[src/rtl/muldiv_sequencer_if.sv]
// Request/response bundle between the EX-stage decode and the RV32M sequencer.
// The master side (pipeline) drives the request and the flush; the slave side
// (sequencer) returns busy/stall/done and the 32-bit result.
interface muldiv_sequencer_if;
  logic        start;
  logic [2:0]  op;
  logic [31:0] rs1;
  logic [31:0] rs2;
  logic        flush;
  logic        busy;
  logic        stall;
  logic        done;
  logic [31:0] result;

  modport master (
    output start, op, rs1, rs2, flush,
    input  busy, stall, done, result
  );

  modport slave (
    input  start, op, rs1, rs2, flush,
    output busy, stall, done, result
  );
endinterface

[src/rtl/muldiv_sequencer.sv]
// Multi-cycle RV32M execution controller. One request at a time: a registered
// 32x32 multiply (one cycle) or a 32-iteration restoring divide on operand
// magnitudes followed by a sign-fix cycle. Division special cases (divide by
// zero, signed overflow) bypass the iteration and resolve in the fix cycle.
module muldiv_sequencer (
  input  logic            clk,
  input  logic            rst,
  muldiv_sequencer_if.slave bus
);

  // func3 encodings of the M extension
  localparam logic [2:0] OP_MUL    = 3'b000;
  localparam logic [2:0] OP_MULH   = 3'b001;
  localparam logic [2:0] OP_MULHSU = 3'b010;
  localparam logic [2:0] OP_MULHU  = 3'b011;

  typedef enum logic [2:0] {
    ST_IDLE = 3'd0,
    ST_MUL  = 3'd1,
    ST_DIV  = 3'd2,
    ST_FIX  = 3'd3,
    ST_DONE = 3'd4
  } state_e;

  state_e      state_q,   state_d;
  logic [2:0]  op_q,      op_d;
  logic [31:0] a_q,       a_d;
  logic [31:0] b_q,       b_d;
  logic [31:0] divisor_q, divisor_d;
  logic [32:0] rem_q,     rem_d;
  logic [31:0] quo_q,     quo_d;
  logic [4:0]  cnt_q,     cnt_d;
  logic        special_q, special_d;
  logic [31:0] result_q,  result_d;
  logic        busy_q,    busy_d;
  logic        done_q,    done_d;

  // accept-time decode of the incoming request
  logic        acc_signed_div_s;
  logic        acc_div0_s;
  logic        acc_ovf_s;
  logic [31:0] acc_dividend_s;
  logic [31:0] acc_divisor_s;

  // datapath results consumed by the FSM
  logic [63:0] mul_a_s;
  logic [63:0] mul_b_s;
  logic [63:0] prod_s;
  logic [31:0] mul_res_s;
  logic [33:0] trial_s;
  logic [31:0] fix_res_s;
  logic        fix_signed_s;

  // two's complement negation of a 32-bit word
  function automatic logic [31:0] neg32(input logic [31:0] v);
    return ~v + 32'd1;
  endfunction

  // Decode division operand magnitudes and special cases for the request on the bus
  always_comb begin
    acc_signed_div_s = bus.op[2] & ~bus.op[0];
    acc_div0_s       = (bus.rs2 == 32'd0);
    acc_ovf_s        = acc_signed_div_s & (bus.rs1 == 32'h8000_0000) &
                       (bus.rs2 == 32'hFFFF_FFFF);
    if (acc_signed_div_s && bus.rs1[31]) begin
      acc_dividend_s = neg32(bus.rs1);
    end else begin
      acc_dividend_s = bus.rs1;
    end
    if (acc_signed_div_s && bus.rs2[31]) begin
      acc_divisor_s = neg32(bus.rs2);
    end else begin
      acc_divisor_s = bus.rs2;
    end
  end

  // 64-bit product with per-op operand signedness; selects low or high half
  always_comb begin
    // MUL/MULH/MULHSU treat rs1 as signed; only MUL/MULH treat rs2 as signed
    if (op_q[1:0] != 2'b11) begin
      mul_a_s = {{32{a_q[31]}}, a_q};
    end else begin
      mul_a_s = {32'd0, a_q};
    end
    if (op_q[1] == 1'b0) begin
      mul_b_s = {{32{b_q[31]}}, b_q};
    end else begin
      mul_b_s = {32'd0, b_q};
    end
    prod_s = mul_a_s * mul_b_s;
    case (op_q)
      OP_MUL:    mul_res_s = prod_s[31:0];
      OP_MULH:   mul_res_s = prod_s[63:32];
      OP_MULHSU: mul_res_s = prod_s[63:32];
      OP_MULHU:  mul_res_s = prod_s[63:32];
      default:   mul_res_s = prod_s[31:0];
    endcase
  end

  // One restoring-division step: trial subtract of the divisor from the shifted remainder
  always_comb begin
    trial_s = {rem_q, quo_q[31]} - {2'b00, divisor_q};
  end

  // Final divide result: special-case constants or sign-fixed quotient/remainder
  always_comb begin
    fix_signed_s = ~op_q[0];
    if (special_q) begin
      if (b_q == 32'd0) begin
        // divide by zero: all-ones quotient, remainder is the dividend
        if (op_q[1]) begin
          fix_res_s = a_q;
        end else begin
          fix_res_s = 32'hFFFF_FFFF;
        end
      end else begin
        // signed overflow: quotient wraps to the dividend, remainder is zero
        if (op_q[1]) begin
          fix_res_s = 32'd0;
        end else begin
          fix_res_s = 32'h8000_0000;
        end
      end
    end else if (op_q[1]) begin
      // remainder follows the sign of the dividend
      if (fix_signed_s && a_q[31]) begin
        fix_res_s = neg32(rem_q[31:0]);
      end else begin
        fix_res_s = rem_q[31:0];
      end
    end else begin
      // quotient is negative when operand signs differ
      if (fix_signed_s && (a_q[31] != b_q[31])) begin
        fix_res_s = neg32(quo_q);
      end else begin
        fix_res_s = quo_q;
      end
    end
  end

  // Sequencer next-state and datapath register updates
  always_comb begin
    state_d   = state_q;
    op_d      = op_q;
    a_d       = a_q;
    b_d       = b_q;
    divisor_d = divisor_q;
    rem_d     = rem_q;
    quo_d     = quo_q;
    cnt_d     = cnt_q;
    special_d = special_q;
    result_d  = result_q;

    if (bus.flush) begin
      // squash: drop whatever is in flight, result left untouched
      state_d = ST_IDLE;
    end else begin
      case (state_q)
        ST_IDLE: begin
          if (bus.start) begin
            op_d = bus.op;
            a_d  = bus.rs1;
            b_d  = bus.rs2;
            if (bus.op[2] == 1'b0) begin
              state_d = ST_MUL;
            end else begin
              rem_d     = 33'd0;
              quo_d     = acc_dividend_s;
              divisor_d = acc_divisor_s;
              cnt_d     = 5'd31;
              if (acc_div0_s || acc_ovf_s) begin
                special_d = 1'b1;
                state_d   = ST_FIX;
              end else begin
                special_d = 1'b0;
                state_d   = ST_DIV;
              end
            end
          end else begin
            state_d = ST_IDLE;
          end
        end
        ST_MUL: begin
          result_d = mul_res_s;
          state_d  = ST_DONE;
        end
        ST_DIV: begin
          if (trial_s[33] == 1'b0) begin
            rem_d = trial_s[32:0];
            quo_d = {quo_q[30:0], 1'b1};
          end else begin
            rem_d = {rem_q[31:0], quo_q[31]};
            quo_d = {quo_q[30:0], 1'b0};
          end
          if (cnt_q == 5'd0) begin
            state_d = ST_FIX;
          end else begin
            cnt_d   = cnt_q - 5'd1;
            state_d = ST_DIV;
          end
        end
        ST_FIX: begin
          result_d = fix_res_s;
          state_d  = ST_DONE;
        end
        ST_DONE: begin
          state_d = ST_IDLE;
        end
        default: begin
          state_d = ST_IDLE;
        end
      endcase
    end

    busy_d = (state_d != ST_IDLE);
    done_d = (state_d == ST_DONE);
  end

  // State and datapath registers with synchronous reset taking priority
  always_ff @(posedge clk) begin
    if (rst) begin
      state_q   <= ST_IDLE;
      op_q      <= 3'd0;
      a_q       <= 32'd0;
      b_q       <= 32'd0;
      divisor_q <= 32'd0;
      rem_q     <= 33'd0;
      quo_q     <= 32'd0;
      cnt_q     <= 5'd0;
      special_q <= 1'b0;
      result_q  <= 32'd0;
      busy_q    <= 1'b0;
      done_q    <= 1'b0;
    end else begin
      state_q   <= state_d;
      op_q      <= op_d;
      a_q       <= a_d;
      b_q       <= b_d;
      divisor_q <= divisor_d;
      rem_q     <= rem_d;
      quo_q     <= quo_d;
      cnt_q     <= cnt_d;
      special_q <= special_d;
      result_q  <= result_d;
      busy_q    <= busy_d;
      done_q    <= done_d;
    end
  end

  assign bus.busy   = busy_q;
  assign bus.done   = done_q;
  assign bus.result = result_q;
  // stall rises with an acceptable request and drops in the done cycle
  assign bus.stall  = (bus.start & (state_q == ST_IDLE) & ~bus.flush) |
                      (busy_q & (state_q != ST_DONE));

endmodule

[src/flat_wrapper.sv]
// flat-port wrapper written by rule: the top's interface ports become plain ports
module muldiv_sequencer_flat 
  (clk, rst, bus_start, bus_op, bus_rs1, bus_rs2, bus_flush, bus_busy, bus_stall, bus_done, bus_result);
  muldiv_sequencer_if bus_i ();
  input  logic clk;
  input  logic rst;
  input wire logic [$bits(bus_i.start)-1:0] bus_start;
  input wire logic [$bits(bus_i.op)-1:0] bus_op;
  input wire logic [$bits(bus_i.rs1)-1:0] bus_rs1;
  input wire logic [$bits(bus_i.rs2)-1:0] bus_rs2;
  input wire logic [$bits(bus_i.flush)-1:0] bus_flush;
  output wire logic [$bits(bus_i.busy)-1:0] bus_busy;
  output wire logic [$bits(bus_i.stall)-1:0] bus_stall;
  output wire logic [$bits(bus_i.done)-1:0] bus_done;
  output wire logic [$bits(bus_i.result)-1:0] bus_result;
  assign bus_i.start = bus_start;
  assign bus_i.op = bus_op;
  assign bus_i.rs1 = bus_rs1;
  assign bus_i.rs2 = bus_rs2;
  assign bus_i.flush = bus_flush;
  assign bus_busy = bus_i.busy;
  assign bus_stall = bus_i.stall;
  assign bus_done = bus_i.done;
  assign bus_result = bus_i.result;
  muldiv_sequencer u_core (.clk(clk), .rst(rst), .bus(bus_i));
endmodule
[config.mk]
export PLATFORM = sky130hd
export DESIGN_NAME = muldiv_sequencer_flat
export DESIGN_NICKNAME = d
export VERILOG_FILES = /design/src/rtl/muldiv_sequencer_if.sv /design/src/rtl/muldiv_sequencer.sv /design/src/flat_wrapper.sv
export SDC_FILE = /design/constraint.sdc
export NUM_CORES = 2
export LEC_CHECK = 0
export ABC_AREA = 0
export BUFFER_PORTS_ARGS = -buffer_cell sky130_fd_sc_hd__buf_2
export CORE_MARGIN = 10
export CORE_UTILIZATION = 30
export DETAILED_ROUTE_END_ITERATION = 16
export PLACE_DENSITY = 0.54
export SYNTH_ARGS = -nofsm -noshare
export SYNTH_HDL_FRONTEND = slang
export SYNTH_SLANG_ARGS = --single-unit
[constraint.sdc]
create_clock -name clk -period 12.3 [get_ports clk]
set_clock_uncertainty 0.15 [all_clocks]
set_input_delay 0 -clock clk [delete_from_list [all_inputs] [get_ports clk]]
set_output_delay 0 -clock clk [all_outputs]
set_load 0.01 [all_outputs]
Word-level counts from Yosys, hierarchy flattened --
Index checks and enable logic that the tools add are counted.
Word-level totals: register bits 207, bits of input ports 71, output and inout bits 35, logic and storage cells 99
Operators by class: add/subtract/negate cells 6, multiply operators 1, equal/unequal tests 15, muxes and demuxes 32, bitwise operators 14, reductions and logical operators 19
Operators by type and width (count):
- 32-bit two-way mux | 12
- 32-bit by 1-bit adder with 32-bit output, second input constant | 4
- 64-bit two-way mux | 2
- 32-bit inverter | 4
- 32-bit one-hot mux with 2 select lines | 2
- 33-bit two-way mux | 3
- 33-bit one-hot mux with 2 select lines | 1
- 32-bit equality test, second input constant | 2
- 32-bit logical NOT | 2
- 64-bit by 64-bit multiplier with 64-bit output | 1
- 34-bit by 32-bit subtractor with 34-bit output | 1
- 5-bit two-way mux | 3
- 3-bit by 2-bit equality test with 1-bit output, second input constant | 4
- 5-bit one-hot mux with 2 select lines | 1
- 3-bit two-way mux | 3
- 3-bit one-hot mux with 3 select lines | 1
- 2-bit inequality test, second input constant | 4
- 4-bit AND reduction | 2
- 1-bit bitwise AND | 6
- 3-bit by 1-bit equality test with 1-bit output, second input constant | 2
- 5-bit logical NOT | 1
- 5-bit AND reduction | 1
- 5-bit by 1-bit subtractor with 5-bit output, second input constant | 1
- 1-bit logical AND | 4
- other kinds (14) | 20

Longest topological paths before layout --
depth in word-level cells 11, mapped depth 37, mapped depth without buffers 33

Least setup slack after synthesis --
OpenSTA, ideal clock, no wires.
kind register -> register, from reg u_core.op_q[1], to reg u_core.result_q[23], in the netlist u_core.bus.result[23], library setup time 0.119 ns, arrival time 9.318 ns, required time 12.031 ns, path slack 2.713 ns, stages on the path, launching flop included 31, buffers on the path 5, period minus slack after synthesis 9.587 ns, cells stage by stage dfxtp_1 -> clkbuf_1 -> clkbuf_1 -> a21boi_0 -> clkbuf_1 -> clkbuf_1 -> nand2_1 -> fa_1 -> fa_1 -> inv_1 -> fa_1 -> fa_1 -> fa_1 -> fa_1 -> fa_1 -> fa_1 -> fa_1 -> inv_1 -> fa_1 -> inv_1 -> ha_1 -> clkbuf_1 -> and3_1 -> nand2_1 -> a21o_1 -> and2_1 -> a31oi_1 -> o21bai_1 -> a31oi_1 -> mux2i_1 -> nand2_1
On the way: cells in the longest elaborated chain, start to end 5, elaborated cells between the ends (all ways) 14, classes of those cells mul: 1; eq/ne: 4; mux: 8; reduce/logical: 1
RTL lines:
- start, declared | line muldiv_sequencer.sv:26 | logic [2:0] op_q, op_d;
- start signal, assigned | line muldiv_sequencer.sv:236 | op_q <= op_d;
- 2-bit inequality test | line muldiv_sequencer.sv:80 | if (op_q[1:0] != 2'b11) begin
- 64-bit two-way mux | line muldiv_sequencer.sv:80
- 64-bit by 64-bit multiplier with 64-bit output | line muldiv_sequencer.sv:90 | prod_s = mul_a_s * mul_b_s;
- 32-bit two-way mux | line muldiv_sequencer.sv:91 | case (op_q)
- 32-bit one-hot mux with 2 select lines * | line muldiv_sequencer.sv:158 | case (state_q)
- end signal, assigned | line muldiv_sequencer.sv:244 | result_q <= result_d;
- end, declared | line muldiv_sequencer.sv:34 | logic [31:0] result_q, result_d;
Mark *: on every way between the ends. The rest lies on a longest branch, timed or not. A chain may end at the register's enable or synchronous reset.

Worst setup path in the final report --
from reg u_core.b_q[31], to reg u_core.result_q[29], in the netlist u_core.bus.result[29]
On the way: cells in the longest elaborated chain, start to end 6, elaborated cells between the ends (all ways) 11, classes of those cells mul: 1; eq/ne: 1; mux: 7; reduce/logical: 2
RTL lines:
- start, declared | line muldiv_sequencer.sv:28 | logic [31:0] b_q, b_d;
- start signal, assigned | line muldiv_sequencer.sv:225 | b_q <= 32'd0;
- start signal, assigned | line muldiv_sequencer.sv:238 | b_q <= b_d;
- branches (longest 5 deep; another with 64-bit by 64-bit multiplier with 64-bit output)
- 32-bit one-hot mux with 2 select lines * | line muldiv_sequencer.sv:158
Mark *: on every way between the ends.

==> results.py <==
metrics = {
    "run_status": {
        "status": "finished, final reports clean",
    },
    "synthesis": {
        "synth_cell_types": 84,
        "async_flop_share": 0,
        "synthMuxAreaShare": 0.006910,
        "synthSimpleGateAreaFrac": 0.1537,
        "yosysTopAreaCell": "fa_1",
        "yosysMostFrequentCell": "inv_1",
        "synth_edf_count": 0,
        "synth_commonest_cells": "1576 x inv_1, 1420 x fa_1, 810 x nand2_1",
        "synth_cells": 6980,
        "ys_seq_elements": 207,
        "syn_nets": 8818,
        "synth_top_family_by_area": "adder cells",
        "synthXorXnorAreaFrac": 0.03423,
        "synth_compound_area_frac": 0.08538,
        "synth-seq-area-share": 0.06732,
        "postSynthAreaPerCell_um2": 8.820,
        "synth_flop_cell": "dfxtp_1",
        "synth_fa_ha_area_frac": 0.5328,
        "synth_top_area_frac": 0.4618,
        "synth_area_um2": 61560,
        "yosys_warnings": 0,
        "synth_area_leaders": "fa_1 46%, inv_1 9.6%, ha_1 7.1%",
    },
    "timing": {
        "hold_slack_ps": 44.62,
        "rsz0062_at_grt": "no",
        "fin_crit_sh": 0.8771,
        "maxSlewHeadroom": 0.1989,
        "layout_min_cycle_time_ps": 10790,
        "timing.final.ws_setup_ps": 1512,
        "fmax_mhz": 92.70,
        "setup_violations": 0,
        "setup-tns-final_ps": 0,
        "tightestPinTransition_ps": 1200,
        "slew_violations": 0,
        "hold_viol": 0,
    },
    "worst_setup_path": {
        "end_kind": "flop",
        "cp_slowest_stage_delay_ps": 830,
        "crit_slowest_cell": "dfxtp_2",
        "crit_top_cell": "fa_1",
        "path_max_fanout": 38,
        "worstPathArrival_ps": 11160,
        "worstPathRequired_ps": 12680,
        "worstSetupStartpointType": "flop",
        "worstSetupPathType": "reg2reg",
        "worst_r2r_path_depth": 29,
    },
    "pwr": {
        "leakage_nw": 32.50,
        "p_sw_frac": 0.4548,
        "seqPwrFrac": 0.237,
        "clkPwrFrac": 0.263,
        "p_int_mw": 1.766,
        "ir_drop_mv": 0.1132,
        "p_comb_frac": 0.500,
        "power.density_nw_per_um2": 48.39,
        "p_sw_mw": 1.473,
    },
    "floorplan": {
        "start_util": 0.3012,
        "die_x_um": 473.0,
        "ios": 106,
        "num_rows": 166,
        "die-height_um": 473.0,
        "coreArea_um2": 204400,
        "dieArea_um2": 223700,
    },
    "detailed_routing": {
        "wl_per_cell_um": 23.43,
        "first_pass_iters": 6,
        "drt_iter0_drc": 4294,
        "vias": 48470,
        "drc_errors": 0,
        "viasPerCell": 5.016,
        "wirelength_um": 226400,
        "ant_nets": 0,
    },
    "clock_tree": {
        "postCtsHoldBufs": 112,
        "h-tree-depth": 1,
        "post_cts_buffers": 0,
        "clock_sinks": 207,
        "clk_path_buf_depth": 3,
        "cts_tree": "done",
        "post_cts_resize_count": 0,
        "clk_pin_slew_ps": 70,
        "numCtsBuffers": 27,
        "cts-root-buf": "clkbuf_16",
        "clk-insertion-delay-late_ps": 580,
    },
    "layout": {
        "drive_gt1_frac": 0.04504,
        "multiInputGateArea_um2": 50100,
        "areaGrowthSynthToFinish_pct": 8.742,
        "seq_area_um2": 4173,
        "n_fill_cell": 21540,
        "nNetsFinal": 8790,
    },
    "global_route": {
        "track_usage": 0.2027,
        "top_usage_layer": "met2",
        "overflow": 0,
        "grt_start_max_net_pins": 60,
        "grt_first_pass_wirelength_um": 344400,
        "antenna_found_initial": 28,
        "first_global_vias": 52520,
        "use_met1": 0.2707,
        "gr-usage-met2": 0.3310,
        "met3_usage": 0.03466,
    },
    "placed_design": {
        "hpwl_um": 178800,
        "pre_cts_slack_ps": 1735,
        "gp_congestion": 0.9776,
        "io_buffers": 105,
    },
    "flow_run": {
        "maxCapViolations": 0,
    },
    "min_path": {
        "min_delay_path_depth": 6,
        "min_path_type": "in2reg",
    },
}
[critical path, delay by kind of cell, from the launching register on]
kind,cells,cell delay (ps)
compound gates,6,2080
fa+ha+maj,10,4540
flops,1,830
buf+inv,7,1030
mux,1,370
simple gates,5,1700
[final timing paths]
| check | slack (ps) | start | to |
|---|---|---|---|
| min reg2reg | 310 | u_core.b_q[0]$_SDFFE_PP0P_ | u_core.b_q[0]$_SDFFE_PP0P_ |
| min | 40 | bus_start | u_core.quo_q[24]$_SDFFE_PP0P_ |
| max | 1510 | u_core.b_q[31]$_SDFFE_PP0P_ | u_core.bus.result[29]$_SDFFE_PP0P_ |
| max reg2reg | 1510 | u_core.b_q[31]$_SDFFE_PP0P_ | u_core.bus.result[29]$_SDFFE_PP0P_ |
[cells by family (layout without fill, tap and decap cells)]
kind of cell	after synthesis	count (layout)
buffers and inverters	1955	1946
xor gates and xnor gates	239	239
other	0	4
AOI/OAI and AO/OA	833	833
muxes	42	42
and+or+nand+nor	1934	1934
adders and majority gates	1770	1770
DFF	207	207
[sequential cells by signal, summed over array words and instances (netlist names)]
register           flops
u_core.rem_q          33
u_core.a_q            32
u_core.b_q            32
u_core.bus.result     32
u_core.divisor_q      32
u_core.quo_q          32
u_core.cnt_q           5
u_core.op_q            3
u_core.state_q         3
u_core.bus.busy        1
u_core.bus.done        1
u_core.special_q       1
[metrics by stage]
step | instance area, um2 | std cells | util | total power, mW
floorplan | 61560 | 6980 | - | 1.778
global placement | 64890 | 9499 | 0.3175 | 2.351
detailed placement | 64890 | 9499 | 0.3175 | 2.350
CTS | 66930 | 9659 | 0.3275 | 3.239
global route | 66930 | 9659 | 0.3275 | 3.441
finish | 66940 | 9663 | 0.3275 | 3.239
[routing by layer]
metal,vias up,part of all wire
li1,21020,-
met4,18,0.043
met5,-,0.00051
met2,1987,0.46
met1,25060,0.42
met3,391,0.077
[final cells by class]
class	instances	share of cell area
multi-input combinational	4818	0.7484
inverter	1577	0.08843
sequential	207	0.06233
timing repair buffer	321	0.03667
clock inverter	10	0.001981
antenna	4	0.0001495
tap	2688	0.05024
clock buffer	38	0.01176
[cells in the final DEF, fill, tap and decap left out, drive strengths merged, types with 39 or more instances in the layout]
cell,n
inv,1576
fa,1420
nand2,811
and2,610
ha,347
a21oi,268
nor2,233
buf,209
dfxtp,207
o21ai,193
xnor2,146
dlygate4sd3,112
xor2,92
a211oi,69
nand3,50
nor3,48
a21o,46
a31oi,42
o31ai,39
[power by group through the flow]
stage	combinational, mW	sequential [mW]	clock [mW]
final	1.62	0.767	0.853
after global routing	1.78	0.767	0.889
after CTS	1.62	0.764	0.860
after detailed placement	1.57	0.779	0
after global placement	1.57	0.777	0
after floorplan	1.05	0.732	0
Note: power is estimated with default switching activity, not from simulation.
